### src/rtl/as_pack.sv
// Shared definitions for the UART controller slice: byte width and TX FSM states.
package as_pack;

  localparam int uart_width = 8;

  typedef enum logic [1:0] {
    TX_IDLE,
    TX_START,
    TX_WAIT_BUSY,
    TX_WAIT_DONE
  } tx_state_t;

endpackage

### src/rtl/as_uart_ctrl_if.sv
// Host-side bus of the UART controller: two TX requesters plus the RX holding register.
interface as_uart_ctrl_if
  import as_pack::*;
#(
  parameter int FIFO_DEPTH = 4
) ();

  logic [1:0]                   tx_valid_i;
  logic [1:0][uart_width-1:0]   tx_data_i;
  logic [1:0]                   tx_ready_o;
  logic                         rx_valid_o;
  logic [uart_width-1:0]        rx_data_o;
  logic                         rx_read_i;
  logic                         rx_overrun_o;
  logic                         clear_i;
  logic [$clog2(FIFO_DEPTH):0]  tx_level_o;
  logic                         tx_busy_o;

  modport master (
    output tx_valid_i, tx_data_i, rx_read_i, clear_i,
    input  tx_ready_o, rx_valid_o, rx_data_o, rx_overrun_o, tx_level_o, tx_busy_o
  );

  modport slave (
    input  tx_valid_i, tx_data_i, rx_read_i, clear_i,
    output tx_ready_o, rx_valid_o, rx_data_o, rx_overrun_o, tx_level_o, tx_busy_o
  );

endinterface

### src/rtl/as_uart_fifo.sv
// Power-of-two TX FIFO with registered occupancy; full/empty derive from the level count.
module as_uart_fifo #(
  parameter int WIDTH = 8,
  parameter int DEPTH = 4
) (
  input  logic                     clk_i,
  input  logic                     rst_ni,
  input  logic                     push_i,
  input  logic [WIDTH-1:0]         push_data_i,
  input  logic                     pop_i,
  output logic [WIDTH-1:0]         pop_data_o,
  output logic                     full_o,
  output logic                     empty_o,
  output logic [$clog2(DEPTH):0]   level_o
);

  localparam int PTR_W = $clog2(DEPTH);
  localparam logic [PTR_W:0] FULL_LEVEL = (PTR_W + 1)'(DEPTH);

  logic [WIDTH-1:0] mem [DEPTH];
  logic [PTR_W-1:0] wr_ptr, rd_ptr;
  logic [PTR_W:0]   level;
  logic             do_push, do_pop;

  assign full_o     = (level == FULL_LEVEL);
  assign empty_o    = (level == '0);
  assign level_o    = level;
  assign pop_data_o = mem[rd_ptr];
  assign do_push    = push_i && !full_o;
  assign do_pop     = pop_i && !empty_o;

  // Pointers wrap naturally because DEPTH is a power of two.
  always_ff @(posedge clk_i) begin
    if (!rst_ni) begin
      wr_ptr <= '0;
      rd_ptr <= '0;
      level  <= '0;
    end else begin
      if (do_push) wr_ptr <= wr_ptr + PTR_W'(1);
      if (do_pop)  rd_ptr <= rd_ptr + PTR_W'(1);
      case ({do_push, do_pop})
        2'b10:   level <= level + (PTR_W + 1)'(1);
        2'b01:   level <= level - (PTR_W + 1)'(1);
        default: level <= level;
      endcase
    end
  end

  always_ff @(posedge clk_i) begin
    if (do_push) mem[wr_ptr] <= push_data_i;
  end

endmodule

### src/rtl/as_uart_ctrl.sv
// UART controller: round-robin TX arbitration into a FIFO, a start/handshake FSM toward
// as_uart, and a single-byte RX holding register with sticky overrun.
module as_uart_ctrl
  import as_pack::*;
#(
  parameter int FIFO_DEPTH = 4
) (
  input  logic                  clk_i,
  input  logic                  rst_ni,
  as_uart_ctrl_if.slave         bus,
  output logic                  uart_start_o,
  output logic [uart_width-1:0] uart_data_o,
  input  logic                  uart_rdy_tx_i,
  input  logic                  uart_rdy_rx_i,
  input  logic [uart_width-1:0] uart_data_i
);

  localparam int LEVEL_W = $clog2(FIFO_DEPTH) + 1;

  tx_state_t             state_q, state_d;
  logic                  prio_q;
  logic [1:0]            grant;
  logic                  push, pop, fifo_full, fifo_empty;
  logic [uart_width-1:0] push_data, head_data;
  logic [LEVEL_W-1:0]    level;
  logic                  rdy_rx_q, capture;

  always_comb begin
    grant = 2'b00;
    if (bus.tx_valid_i == 2'b11) grant[prio_q] = 1'b1;
    else                         grant = bus.tx_valid_i;
  end

  assign bus.tx_ready_o = (rst_ni && !fifo_full) ? grant : 2'b00;
  assign push           = |bus.tx_ready_o;
  assign push_data      = grant[1] ? bus.tx_data_i[1] : bus.tx_data_i[0];

  // Pointer always moves to the requester that was not just served.
  always_ff @(posedge clk_i) begin
    if (!rst_ni)   prio_q <= 1'b0;
    else if (push) prio_q <= grant[0];
  end

  as_uart_fifo #(
    .WIDTH (uart_width),
    .DEPTH (FIFO_DEPTH)
  ) u_fifo (
    .clk_i       (clk_i),
    .rst_ni      (rst_ni),
    .push_i      (push),
    .push_data_i (push_data),
    .pop_i       (pop),
    .pop_data_o  (head_data),
    .full_o      (fifo_full),
    .empty_o     (fifo_empty),
    .level_o     (level)
  );

  assign bus.tx_level_o = level;
  assign bus.tx_busy_o  = (state_q != TX_IDLE) || !fifo_empty;

  always_comb begin
    state_d      = state_q;
    pop          = 1'b0;
    uart_start_o = 1'b0;
    case (state_q)
      TX_IDLE: begin
        if (!fifo_empty && uart_rdy_tx_i) begin
          pop     = 1'b1;
          state_d = TX_START;
        end
      end
      TX_START: begin
        uart_start_o = 1'b1;
        state_d      = TX_WAIT_BUSY;
      end
      TX_WAIT_BUSY: if (!uart_rdy_tx_i) state_d = TX_WAIT_DONE;
      TX_WAIT_DONE: if (uart_rdy_tx_i)  state_d = TX_IDLE;
      default:      state_d = TX_IDLE;
    endcase
  end

  always_ff @(posedge clk_i) begin
    if (!rst_ni) begin
      state_q     <= TX_IDLE;
      uart_data_o <= '0;
    end else begin
      state_q <= state_d;
      if (pop) uart_data_o <= head_data;
    end
  end

  // rdy_rx history resets high so a receiver already idling high cannot fake a capture.
  assign capture = uart_rdy_rx_i && !rdy_rx_q;

  always_ff @(posedge clk_i) begin
    if (!rst_ni) begin
      rdy_rx_q         <= 1'b1;
      bus.rx_valid_o   <= 1'b0;
      bus.rx_data_o    <= '0;
      bus.rx_overrun_o <= 1'b0;
    end else begin
      rdy_rx_q <= uart_rdy_rx_i;
      if (capture) begin
        bus.rx_data_o  <= uart_data_i;
        bus.rx_valid_o <= 1'b1;
      end else if (bus.rx_read_i && bus.rx_valid_o) begin
        bus.rx_valid_o <= 1'b0;
      end
      if (capture && bus.rx_valid_o && !bus.rx_read_i) bus.rx_overrun_o <= 1'b1;
      else if (bus.clear_i)                             bus.rx_overrun_o <= 1'b0;
    end
  end

endmodule

### src/flat_wrapper.sv
// flat-port wrapper written by rule: the top's interface ports become plain ports
module as_uart_ctrl_flat import as_pack::*;
#(
  parameter int FIFO_DEPTH = 4
)
  (clk_i, rst_ni, uart_start_o, uart_data_o, uart_rdy_tx_i, uart_rdy_rx_i, uart_data_i, bus_tx_valid_i, bus_tx_data_i, bus_rx_read_i, bus_clear_i, bus_tx_ready_o, bus_rx_valid_o, bus_rx_data_o, bus_rx_overrun_o, bus_tx_level_o, bus_tx_busy_o);
  as_uart_ctrl_if #(.FIFO_DEPTH(FIFO_DEPTH)) bus_i ();
  input  logic clk_i;
  input  logic rst_ni;
  output logic uart_start_o;
  output logic [uart_width-1:0] uart_data_o;
  input  logic uart_rdy_tx_i;
  input  logic uart_rdy_rx_i;
  input  logic [uart_width-1:0] uart_data_i;
  input wire logic [$bits(bus_i.tx_valid_i)-1:0] bus_tx_valid_i;
  input wire logic [$bits(bus_i.tx_data_i)-1:0] bus_tx_data_i;
  input wire logic [$bits(bus_i.rx_read_i)-1:0] bus_rx_read_i;
  input wire logic [$bits(bus_i.clear_i)-1:0] bus_clear_i;
  output wire logic [$bits(bus_i.tx_ready_o)-1:0] bus_tx_ready_o;
  output wire logic [$bits(bus_i.rx_valid_o)-1:0] bus_rx_valid_o;
  output wire logic [$bits(bus_i.rx_data_o)-1:0] bus_rx_data_o;
  output wire logic [$bits(bus_i.rx_overrun_o)-1:0] bus_rx_overrun_o;
  output wire logic [$bits(bus_i.tx_level_o)-1:0] bus_tx_level_o;
  output wire logic [$bits(bus_i.tx_busy_o)-1:0] bus_tx_busy_o;
  assign bus_i.tx_valid_i = bus_tx_valid_i;
  assign bus_i.tx_data_i = bus_tx_data_i;
  assign bus_i.rx_read_i = bus_rx_read_i;
  assign bus_i.clear_i = bus_clear_i;
  assign bus_tx_ready_o = bus_i.tx_ready_o;
  assign bus_rx_valid_o = bus_i.rx_valid_o;
  assign bus_rx_data_o = bus_i.rx_data_o;
  assign bus_rx_overrun_o = bus_i.rx_overrun_o;
  assign bus_tx_level_o = bus_i.tx_level_o;
  assign bus_tx_busy_o = bus_i.tx_busy_o;
  as_uart_ctrl #(.FIFO_DEPTH(FIFO_DEPTH)) u_core (.clk_i(clk_i), .rst_ni(rst_ni), .bus(bus_i), .uart_start_o(uart_start_o), .uart_data_o(uart_data_o), .uart_rdy_tx_i(uart_rdy_tx_i), .uart_rdy_rx_i(uart_rdy_rx_i), .uart_data_i(uart_data_i));
endmodule
### config.mk
export PLATFORM = sky130hd
export DESIGN_NAME = as_uart_ctrl_flat
export DESIGN_NICKNAME = d
export VERILOG_FILES = /design/src/rtl/as_pack.sv /design/src/rtl/as_uart_ctrl_if.sv /design/src/rtl/as_uart_fifo.sv /design/src/rtl/as_uart_ctrl.sv /design/src/flat_wrapper.sv
export SDC_FILE = /design/constraint.sdc
export NUM_CORES = 1
export LEC_CHECK = 0
export CAP_MARGIN = 30
export CORE_AREA = 2 2 76 78
export CTS_CLUSTER_SIZE = 14
export DETAILED_ROUTE_END_ITERATION = 10
export DIE_AREA = 0 0 78 80
export GPL_ROUTABILITY_DRIVEN = 0
export PLACE_DENSITY = 0.76
export SKIP_CTS_REPAIR_TIMING = 1
export SYNTH_ARGS = -nofsm -noshare
export SYNTH_HDL_FRONTEND = slang
export SYNTH_SLANG_ARGS = --single-unit
### constraint.sdc
create_clock -name clk_i -period 4.8 [get_ports clk_i]
set_clock_uncertainty 0.05 [all_clocks]
set_input_delay 1.2 -clock clk_i [delete_from_list [all_inputs] [get_ports clk_i]]
set_output_delay 1.2 -clock clk_i [all_outputs]
set_load 0.03 [all_outputs]
Yosys cells after proc, flatten, opt, wreduce, memory -nomap -nowiden
Memory sizes are Yosys's and may differ from the RTL's. A register that Yosys moved wholly into a read port is not among the register bits.
Index checks and enable logic that the tools add are counted.
- equal/unequal tests: 10
- multiplexer cells: 19
- bitwise gates (word level): 0
- $mul: 0
- divide/modulo/power cells: 0
- shift operators: 0
- reductions and logical operators: 23
- $lt $le $gt $ge: 2
- add/subtract/negate cells: 4
- operator list (operator ; count):
    $mux 1 ; 10
    $mux 2 ; 5
    $logic_and 1x1->1 ; 9
    $eq 2x2->1 const B ; 4
    $mux 8 ; 1
    $pmux 2 s4 ; 1
    $reduce_bool 2->1 ; 4
    $pmux 3 s2 ; 1
    $logic_not 1->1 ; 5
    $add 2x1->2 const B ; 2
    $eq 2x1->1 const B ; 2
    $ne 2x2->1 const B ; 2
    $add 3x1->3 const B ; 1
    $eq 3x3->1 const B ; 1
    $logic_not 3->1 ; 1
    $reduce_and 3->1 ; 1
    $sub 3x1->3 const B ; 1
    $logic_not 2->1 ; 1
    $lt 1x2->1 const B ; 1
    $ne 2x1->1 const B ; 1
    $reduce_or 2->1 ; 1
    $demux 1 s1 ; 1
    $ge 1x1->1 const B ; 1
    $logic_or 1x1->1 ; 1
- bits in registers: 21
- output and inout bits: 25
- word-level logic and storage cells: 68
- memory bits (writable): 32
- bits in latches: 0
- ROM bits: 0
- memories: 1
- bits of input ports: 32
- memory list (name ; depth ; width ; read ports ; clocked after Yosys merged registers in ; wr ports ; line ; RTL):
    u_core.u_fifo.mem ; 4 ; 8 ; 1 ; 1 ; 1 ; as_uart_fifo.sv:20 ; logic [WIDTH-1:0] mem [DEPTH];

Depth between registers and ports, before layout
Gate-level depths: netlist (run 1).
- depth in word-level cells: 10
- gate-level depth with buffers: 10
- depth with buffers taken out: 9

Modules after synthesis
Synthesis (run 1) repeated with hierarchy kept, for this count alone.
- cells, all modules: 207
- area total of the unflattened synthesis: 2687.6 um^2
- by module, submodules not included (module ; instances ; area each (um^2) ; cells an instance):
    as_uart_fifo ; 1 ; 1644.1 ; 96
    as_uart_ctrl ; 1 ; 1043.5 ; 111

Worst setup path before layout (run 1)
Ideal clock, no wire load.
- path type: input port to output port
- from: input rst_ni
- to: output bus_tx_ready_o[1]
- data required time: 3.550 ns
- setup slack: 1.607 ns
- arrival time: 1.943 ns
- buffers on the path: 1
- cell stages on the path: 3
- cell sequence: clkbuf_1 > nand2_1 > nor2_1
- word-level cells in the longest chain between the ends: 2
- RTL lines (item ; line ; RTL):
    start, declared ; flat_wrapper.sv:9 ; input logic rst_ni;
    $logic_and 1x1->1 ; as_uart_ctrl.sv:34 ; assign bus.tx_ready_o = (rst_ni && !fifo_full) ? grant : 2'b00;
    $mux 2 ; as_uart_ctrl.sv:34 ;
    end, declared ; flat_wrapper.sv:19 ; output wire logic [$bits(bus_i.tx_ready_o)-1:0] bus_tx_ready_o;
Every way passes these cells.

Worst setup path in the final report (run 1)
- from: input bus_tx_valid_i[0]
- to: output bus_tx_ready_o[1]
- word-level cells in the longest chain between the ends: 3
- RTL lines (item ; line ; RTL):
    start, declared ; flat_wrapper.sv:15 ; input wire logic [$bits(bus_i.tx_valid_i)-1:0] bus_tx_valid_i;
    $eq 2x2->1 ; as_uart_ctrl.sv:30 ; if (bus.tx_valid_i == 2'b11) grant[prio_q] = 1'b1;
    $mux 2 ; as_uart_ctrl.sv:30 ;
    $mux 2 ; as_uart_ctrl.sv:34 ;
Every way passes these cells.

==> results of run 1 <==
[layer usage]
layer,vias up,share of wire,track usage,wire (µm)
li1,832,-,-,-
met1,768,0.40,0.1648,1912
met2,59,0.52,0.3069,2475
met3,9,0.063,0.06448,300
met4,0,0.018,0.07193,88
met5,-,0,0,0
[cell type report]
class,instances,area (µm²)
fill,433,1998
sequential,61,1541
multi-input combinational,119,944.7
timing repair buffer,58,575.6
clock buffer,10,127.6
tap,72,90.09
clock inverter,6,78.83
inverter,13,48.80
[worst max-delay path, stage by stage]
cell and delay (ps):
clkdlybuf4s50_1 530, inv_1 50, o21ai_1 150, buf_4 220
nor2_1 50, clkdlybuf4s50_1 580
[registers in the layout, indices dropped and copies added (netlist names), 2 cells and up]
signal / flops
u_core.u_fifo.level_o: 3
u_core.u_fifo.rd_ptr: 2
u_core.u_fifo.mem: 32
u_core.state_q: 2
u_core.uart_data_o: 8
u_core.u_fifo.wr_ptr: 2
u_core.bus.rx_data_o: 8
[Yosys cell counts, drive strengths merged]
cell type	n	area [µm²]
o32a	1	10.01
nor2	5	18.77
and2	7	43.79
nand2	34	127.6
a21oi	11	55.05
xor2	2	17.52
mux4	8	180.2
nor2b	1	6.260
o211a	1	10.01
nor3	1	5.000
o22ai	1	6.260
mux2i	5	50.05
xnor2	1	8.760
o21ai	3	15.01
a31o	1	8.760
ha	10	125.1
o2bb2ai	8	70.07
or3b	1	11.26
o311a	1	10.01
nand2b	4	25.02
fa	1	20.02
edfxtp	32	960.9
and3	1	6.260
clkbuf	6	22.52
buf	4	20.02
mux2	9	101.3
dfxtp	29	580.6
inv	13	48.80
or3	1	6.260
a31oi	1	6.260
[cell families (layout without fill, tap and decap cells)]
| group | count (synthesis) | after routing | share of synthesized area |
|---|---|---|---|
| muxes | 22 | 22 | 0.1286 |
| adders and majority gates | 11 | 11 | 0.05631 |
| and+or+nand+nor | 55 | 55 | 0.09709 |
| DFF | 61 | 61 | 0.5981 |
| buffers and inverters | 23 | 87 | 0.03544 |
| AOI/OAI and AO/OA | 28 | 28 | 0.07427 |
| xor gates and xnor gates | 3 | 3 | 0.01020 |
[final timing paths]
| path | end | cells after the start |
|---|---|---|
| worst max-delay path | bus_tx_ready_o[1] | 6 |
| worst min-delay path | u_core.bus.rx_data_o[4] | 2 |
| worst max register to register | u_core.u_fifo.level_o[2] | 9 |
| worst min register to register | u_core.bus.rx_data_o[4] | 2 |
[metrics by stage]
step,setup slack (ps),hold slack [ps],util,total power [µW]
after floorplan,1607,417.7,-,1064
after global placement,795.9,393.4,0.5921,1229
after detailed placement,756.1,396.8,0.5921,1245
after CTS,751.8,405.6,0.6303,1722
after global routing,658.8,425.6,0.6303,1788
final,759.4,403.0,0.6303,1698
[where the power goes]
group | internal, µW | total, µW | switching [µW]
registers | 639 | 710 | 71.5
clock network | 288 | 472 | 184
logic | 246 | 516 | 269
==> qor.json, run 1 <==
{
  "logic_synthesis": {
    "synth_seq_area_share": 0.5981,
    "syn-instance-count": 203,
    "synth.avg_cell_area_um2": 12.70,
    "synth.yosys.warnings": 0,
    "postSynthNetCount": 246,
    "ys_seq_elements": 61,
    "ys_types": 32,
    "syn_area_mm2": 0.002577
  },
  "cells_and_area": {
    "post_route_cells_drive_above_1_share": 0.1199,
    "flow.area_growth_from_synthesis_pct": 32.18,
    "layout.cells.most_common": "clkdlybuf4s50_1",
    "layout_common_cells": "clkdlybuf4s50_1 (56), nand2_1 (34), edfxtp_1 (32)",
    "final_cells": 339,
    "layout.nets": 305,
    "insertedDiodeCount": 0,
    "finalInstanceArea_mm2": 0.003407
  },
  "power_and_ir_drop": {
    "peakVddDrop_v": 0.0002616,
    "power_density_mw_per_mm2": 498.4,
    "total_leakage_power_uw": 0.001230
  },
  "sta": {
    "finalHoldViolCount": 0,
    "max_freq_mhz": 247.5,
    "post_route_setup_tns_ps": 0,
    "worst_slew_margin_rel": 0.5865,
    "final_period_minus_worst_setup_slack_ps": 4041,
    "report.final.setup_viol": 0,
    "final_max_slew_viol_count": 0,
    "min_period_over_period": 0.8418,
    "rsz_0062_raised_after_global_routing": "no",
    "timing_worst_slew_pin_value_ps": 619.4
  },
  "clock_network": {
    "clock_insertion_delay_worst_skew_ps": 330,
    "ctsHtreeMaxLevel": 3,
    "max-clock-path-buffers": 2,
    "path_clk_slew_ps": 60,
    "cts.root.buffer_cell": "clkbuf_8",
    "cts_tree": "built",
    "clkSinkCount": 61,
    "cts_buffers": 9
  },
  "routing": {
    "routed_wirelength_um": 4776,
    "detail_route.vias_per_cell": 4.920,
    "num_vias": 1668,
    "drt_antenna_net_count": 0,
    "detail_route.first_pass.iterations": 4,
    "routedWlPerCell_um": 14.09,
    "drt_iter0_markers": 31,
    "drcViolationCount": 0
  },
  "placed_design": {
    "placed_cell_area_mm2": 0.003201,
    "placedCellCount": 323,
    "half_perimeter_wire_length_after_detailed_placement_um": 3302,
    "buffer_ports.inserted": 56
  },
  "worst_setup_path": {
    "setup.worst_path.class": "input port to output pin",
    "required_time_of_the_critical_path_ps": 3550,
    "worstReg2RegStart": "u_core.state_q[0]",
    "crit_arrival_ps": 2790,
    "worstSetupStartpointType": "input port",
    "worst-path-max-fanout": 10,
    "cp-startpoint": "bus_tx_valid_i[0]",
    "end_kind": "output pin",
    "r2r_setup_slack_ps": 2230
  },
  "flow_run": {
    "drv_cap": 0
  },
  "grt": {
    "antenna_found_initial": 0,
    "grt_resource_usage_total": 0.1661,
    "pin_count_of_the_biggest_net_entering_global_routing": 24,
    "grt_pass1_vias": 1698,
    "wire_length_of_the_first_global_routing_pass_um": 7679,
    "grt-ovfl-total": 0
  },
  "floorplan": {
    "design.die.area_mm2": 0.006240,
    "std_cell_rows": 27,
    "initial_core_util": 0.4769,
    "chipHeight_um": 80,
    "die_span_in_x_um": 78,
    "core_area_mm2": 0.005405,
    "io-pin-count": 57
  },
  "min_path": {
    "timing.hold.worst.start": "u_core.bus.rx_data_o[4]",
    "holdCritPathClass": "flop to flop"
  },
  "outcome": {
    "outcome": "completed"
  }
}
Power figures use the tool's default switching activity.
==> inputs of run 2 (changes only) <==
- CORE_AREA: 2 2 76 78 -> 2 2 79 81
- DIE_AREA: 0 0 78 80 -> 0 0 81 83
- PLACE_DENSITY: 0.76 -> 0.74
- clock period: 4.8 -> 3.4 ns (I/O delays scaled with it)
==> qor.json, run 2 (synthesis gave the netlist of run 1 again) <==
{
  "outcome": {
    "outcome": "completed"
  },
  "sta": {
    "max_freq_mhz": 320.9,
    "min_period_over_period": 0.9165,
    "rsz_0062_raised_after_global_routing": "no",
    "worst_slew_margin_rel": 0.5923,
    "final_max_slew_viol_count": 0,
    "fin_ws_ps": 283.7,
    "post_route_setup_tns_ps": 0,
    "timing_worst_slew_pin_value_ps": 610.7,
    "finalHoldViolCount": 0,
    "final_period_minus_worst_setup_slack_ps": 3116,
    "report.final.setup_viol": 0
  },
  "worst_setup_path": {
    "worstSetupStartpointType": "input port",
    "critical_path.endpoint": "bus_tx_ready_o[1]",
    "end_kind": "output pin",
    "worstReg2RegStart": "u_core.u_fifo.level_o[2]",
    "setup.worst_path.class": "input port to output pin",
    "worst-path-max-fanout": 4,
    "r2r.worst_path.cells": 9,
    "r2r_setup_slack_ps": 1010,
    "worstReg2RegEnd": "u_core.u_fifo.level_o[2]",
    "crit_arrival_ps": 2220,
    "cp-startpoint": "bus_tx_valid_i[0]",
    "required_time_of_the_critical_path_ps": 2500
  },
  "grt": {
    "wire_length_of_the_first_global_routing_pass_um": 7596,
    "grt_resource_usage_total": 0.1539,
    "grt-ovfl-total": 0,
    "pin_count_of_the_biggest_net_entering_global_routing": 25,
    "antenna_found_initial": 0,
    "grt_pass1_vias": 1655
  },
  "routing": {
    "detail_route.vias_per_cell": 4.875,
    "routedWlPerCell_um": 13.44,
    "routed_wirelength_um": 4611,
    "num_vias": 1672,
    "drt_iter0_markers": 47,
    "drt_antenna_net_count": 0,
    "drcViolationCount": 0,
    "detail_route.first_pass.iterations": 4
  },
  "floorplan": {
    "io-pin-count": 57,
    "core_area_mm2": 0.005816,
    "chipHeight_um": 83,
    "std_cell_rows": 28,
    "die_span_in_x_um": 81,
    "design.die.area_mm2": 0.006723,
    "initial_core_util": 0.4432
  },
  "placed_design": {
    "post-place-ws_ps": 285.6,
    "half_perimeter_wire_length_after_detailed_placement_um": 3179,
    "placed_cell_area_mm2": 0.003209,
    "buffer_ports.inserted": 56
  },
  "cells_and_area": {
    "post_route_cells_drive_above_1_share": 0.1231,
    "layout_common_cells": "clkdlybuf4s50_1 (55), nand2_1 (34), edfxtp_1 (32)",
    "largest_reg_flops": 32,
    "insertedDiodeCount": 0,
    "layout.core_utilization": 0.5833,
    "finalInstanceArea_mm2": 0.003392,
    "largest-register": "u_core.u_fifo.mem",
    "biggestRegsByFlops": "u_core.u_fifo.mem: 32 flops, u_core.bus.rx_data_o: 8 flops, u_core.uart_data_o: 8 flops",
    "flow.area_growth_from_synthesis_pct": 31.60,
    "layout.nets": 306,
    "layout.cells.most_common": "clkdlybuf4s50_1"
  },
  "flow_run": {
    "drv_cap": 0
  },
  "clock_network": {
    "cts_tree": "built",
    "path_clk_slew_ps": 60,
    "clkSinkCount": 61,
    "clock_insertion_delay_worst_skew_ps": 340,
    "cts.root.buffer_cell": "clkbuf_8",
    "cts_buffers": 9,
    "max-clock-path-buffers": 2,
    "ctsHtreeMaxLevel": 3
  },
  "power_and_ir_drop": {
    "peakVddDrop_v": 0.0003509,
    "total_power_uw": 2328,
    "power_density_mw_per_mm2": 686.3,
    "total_leakage_power_uw": 0.001220
  },
  "min_path": {
    "holdCritPathClass": "flop to flop",
    "timing.hold.worst.start": "u_core.bus.rx_data_o[2]"
  }
}
-- run 2: cell types whose count changed in the layout (fill, tap and decap cells not counted) --
cell / previous run / this run
buf_4: 2 / 4
clkbuf_1: 1 / 2
clkdlybuf4s50_1: 56 / 55
bufinv_16: 2 / 1
clkinv_2: 3 / 2
clkinvlp_4: 0 / 1
-- run 2: area by class of cell --
type                       count  area [µm²]
sequential                    61        1541
multi-input combinational    119       944.7
fill                         493        2424
timing repair buffer          59       580.6
inverter                      13       48.80
clock inverter                 5       51.30
clock buffer                  11       131.4
tap                           75       93.84
-- run 2: per-stage QoR --
stage                     cells  hold slack, ps
after floorplan             203           417.7
after global placement      327           393.0
after detailed placement    327           399.1
after CTS                   343           407.6
after global routing        343           441.6
final                       343           404.1
-- run 2: where the power goes --
| group | internal (µW) | switching [µW] |
|---|---|---|
| combinational | 353 | 371 |
| clock | 334 | 267 |
| sequential | 902 | 102 |
| total | 1590 | 740 |
-- run 2: critical path: stages --
cell and delay [ps]:
clkdlybuf4s50_1 520, inv_1 50, o21ai_1 150, nor2_1 50, clkdlybuf4s50_1 590
-- run 2: worst min path at each step --
stage / slack, ps / cells after the start / end
3_3_place_gp: 390 / 2 / u_core.bus.rx_data_o[1]
3_5_place_dp: 400 / 2 / u_core.bus.rx_data_o[2]
5_1_grt: 440 / 2 / u_core.bus.rx_data_o[1]
4_1_cts: 410 / 2 / u_core.bus.rx_data_o[2]
6_report: 400 / 2 / u_core.bus.rx_data_o[2]
2_1_floorplan: 420 / 2 / u_core.u_fifo.wr_ptr[1]
-- run 2: routing by layer --
| metal | wire [µm] | vias to the layer above | global-route usage |
|---|---|---|---|
| li1 | - | 838 | - |
| met1 | 2000 | 772 | 0.1774 |
| met2 | 2198 | 48 | 0.2427 |
| met3 | 265 | 14 | 0.04674 |
| met4 | 146 | 0 | 0.1017 |
| met5 | 0 | - | 0 |
==> inputs of run 3 (changes only) <==
- clock period: 3.4 -> 2.8 ns (I/O delays scaled with it)
==> qor.json, run 3 (synthesis gave the netlist of run 1 again) <==
{
  "grt": {
    "pin_count_of_the_biggest_net_entering_global_routing": 15,
    "grt_resource_usage_total": 0.1570,
    "wire_length_of_the_first_global_routing_pass_um": 7886,
    "grt-ovfl-total": 0,
    "antenna_found_initial": 0,
    "grt_pass1_vias": 1700
  },
  "sta": {
    "timing_worst_slew_pin_value_ps": 636.2,
    "worst_slew_margin_rel": 0.5753,
    "finalHoldViolCount": 0,
    "max_freq_mhz": 379.7,
    "min_period_over_period": 0.9406,
    "final_period_minus_worst_setup_slack_ps": 2634,
    "post_route_setup_tns_ps": 0,
    "rsz_0062_raised_after_global_routing": "no",
    "report.final.setup_viol": 0,
    "fin_ws_ps": 166.3,
    "final_max_slew_viol_count": 0
  },
  "floorplan": {
    "chipHeight_um": 83,
    "design.die.area_mm2": 0.006723,
    "std_cell_rows": 28,
    "core_area_mm2": 0.005816,
    "initial_core_util": 0.4432,
    "io-pin-count": 57,
    "die_span_in_x_um": 81
  },
  "clock_network": {
    "cts_buffers": 9,
    "max-clock-path-buffers": 2,
    "clkSinkCount": 61,
    "cts.root.buffer_cell": "clkbuf_8",
    "clock_insertion_delay_worst_skew_ps": 330,
    "cts_tree": "built",
    "ctsHtreeMaxLevel": 3,
    "path_clk_slew_ps": 60
  },
  "worst_setup_path": {
    "crit_arrival_ps": 1880,
    "required_time_of_the_critical_path_ps": 2050,
    "end_kind": "output pin",
    "worst-path-max-fanout": 4,
    "setup.worst_path.class": "input port to output pin",
    "worstSetupStartpointType": "input port"
  },
  "cells_and_area": {
    "layout.nets": 310,
    "layout.cells.most_common": "clkdlybuf4s50_1",
    "finalInstanceArea_mm2": 0.003406,
    "post_route_cells_drive_above_1_share": 0.1360,
    "layout_common_cells": "clkdlybuf4s50_1 (54), nand2_1 (34), edfxtp_1 (32)",
    "largest_reg_flops": 32,
    "insertedDiodeCount": 0,
    "nFillCells": 499,
    "flow.area_growth_from_synthesis_pct": 32.14,
    "largest-register": "u_core.u_fifo.mem",
    "biggestRegsByFlops": "u_core.u_fifo.mem: 32 flops, u_core.bus.rx_data_o: 8 flops, u_core.uart_data_o: 8 flops"
  },
  "routing": {
    "drt_iter0_markers": 39,
    "num_vias": 1701,
    "drcViolationCount": 0,
    "routedWlPerCell_um": 13.70,
    "detail_route.first_pass.iterations": 4,
    "detail_route.vias_per_cell": 4.902,
    "routed_wirelength_um": 4755,
    "drt_antenna_net_count": 0
  },
  "min_path": {
    "holdCritPathClass": "flop to flop"
  },
  "power_and_ir_drop": {
    "power_share_of_the_clock_group": 0.231,
    "cell_internal_pwr_uw": 1850,
    "total_power_uw": 2754,
    "power_density_mw_per_mm2": 808.7,
    "sw_frac_of_total": 0.3285,
    "peakVddDrop_v": 0.0003837,
    "total_leakage_power_uw": 0.001243,
    "net-switching-power_uw": 904.7,
    "comb_power_share": 0.326,
    "seq_power_share": 0.443
  },
  "outcome": {
    "outcome": "completed"
  },
  "flow_run": {
    "drv_cap": 0
  },
  "placed_design": {
    "buffer_ports.inserted": 56,
    "post-place-ws_ps": -36.58,
    "half_perimeter_wire_length_after_detailed_placement_um": 3394,
    "placed_cell_area_mm2": 0.003232
  }
}
## run 3: metrics by stage
step | instances | hold slack (ps) | utilization
after global routing | 347 | 430.7 | 0.5856
after global placement | 330 | 393.1 | 0.5557
final | 347 | 403.9 | 0.5856
after CTS | 346 | 408.0 | 0.5833
after detailed placement | 330 | 398.4 | 0.5557
after floorplan | 203 | 417.7 | -
## run 3: power by group through the flow
stage | registers, µW | clock network (µW) | logic, µW
4_1_cts | 1220 | 659 | 912
6_report | 1220 | 635 | 899
2_1_floorplan | 1280 | 0 | 540
5_1_grt | 1240 | 705 | 983
3_5_place_dp | 1240 | 0 | 910
3_3_place_gp | 1240 | 0 | 896
## run 3: routing by layer
metal  up-vias  share of wire  global-route usage
li1        843              -                   -
met3         6          0.055             0.04348
met1       807           0.40              0.1663
met2        45           0.53              0.2727
met4         0          0.016             0.08937
met5         -              0                   0
## run 3: worst max-delay path: stages
cell and delay (ps):
clkdlybuf4s50_1 520, inv_1 50, o21ai_1 180, buf_6 130, and3_1 140, buf_4 150
## run 3: path summary, 6_finish.rpt
check	from	slack, ps	endpoint	cells past startpoint
min reg2reg	u_core.bus.rx_data_o[7]	400	u_core.bus.rx_data_o[7]	2
min	u_core.bus.rx_data_o[7]	400	u_core.bus.rx_data_o[7]	2
max reg2reg	u_core.u_fifo.level_o[2]	470	u_core.u_fifo.level_o[2]	9
max	bus_tx_valid_i[0]	170	bus_tx_ready_o[0]	6
## run 3: final cells by class
cell class | count | area [µm²] | area share
inverter | 13 | 48.80 | 0.01433
tap | 75 | 93.84 | 0.02755
clock inverter | 5 | 28.78 | 0.008450
sequential | 61 | 1541 | 0.4526
timing repair buffer | 63 | 616.8 | 0.1811
clock buffer | 11 | 131.4 | 0.03857
multi-input combinational | 119 | 944.7 | 0.2774
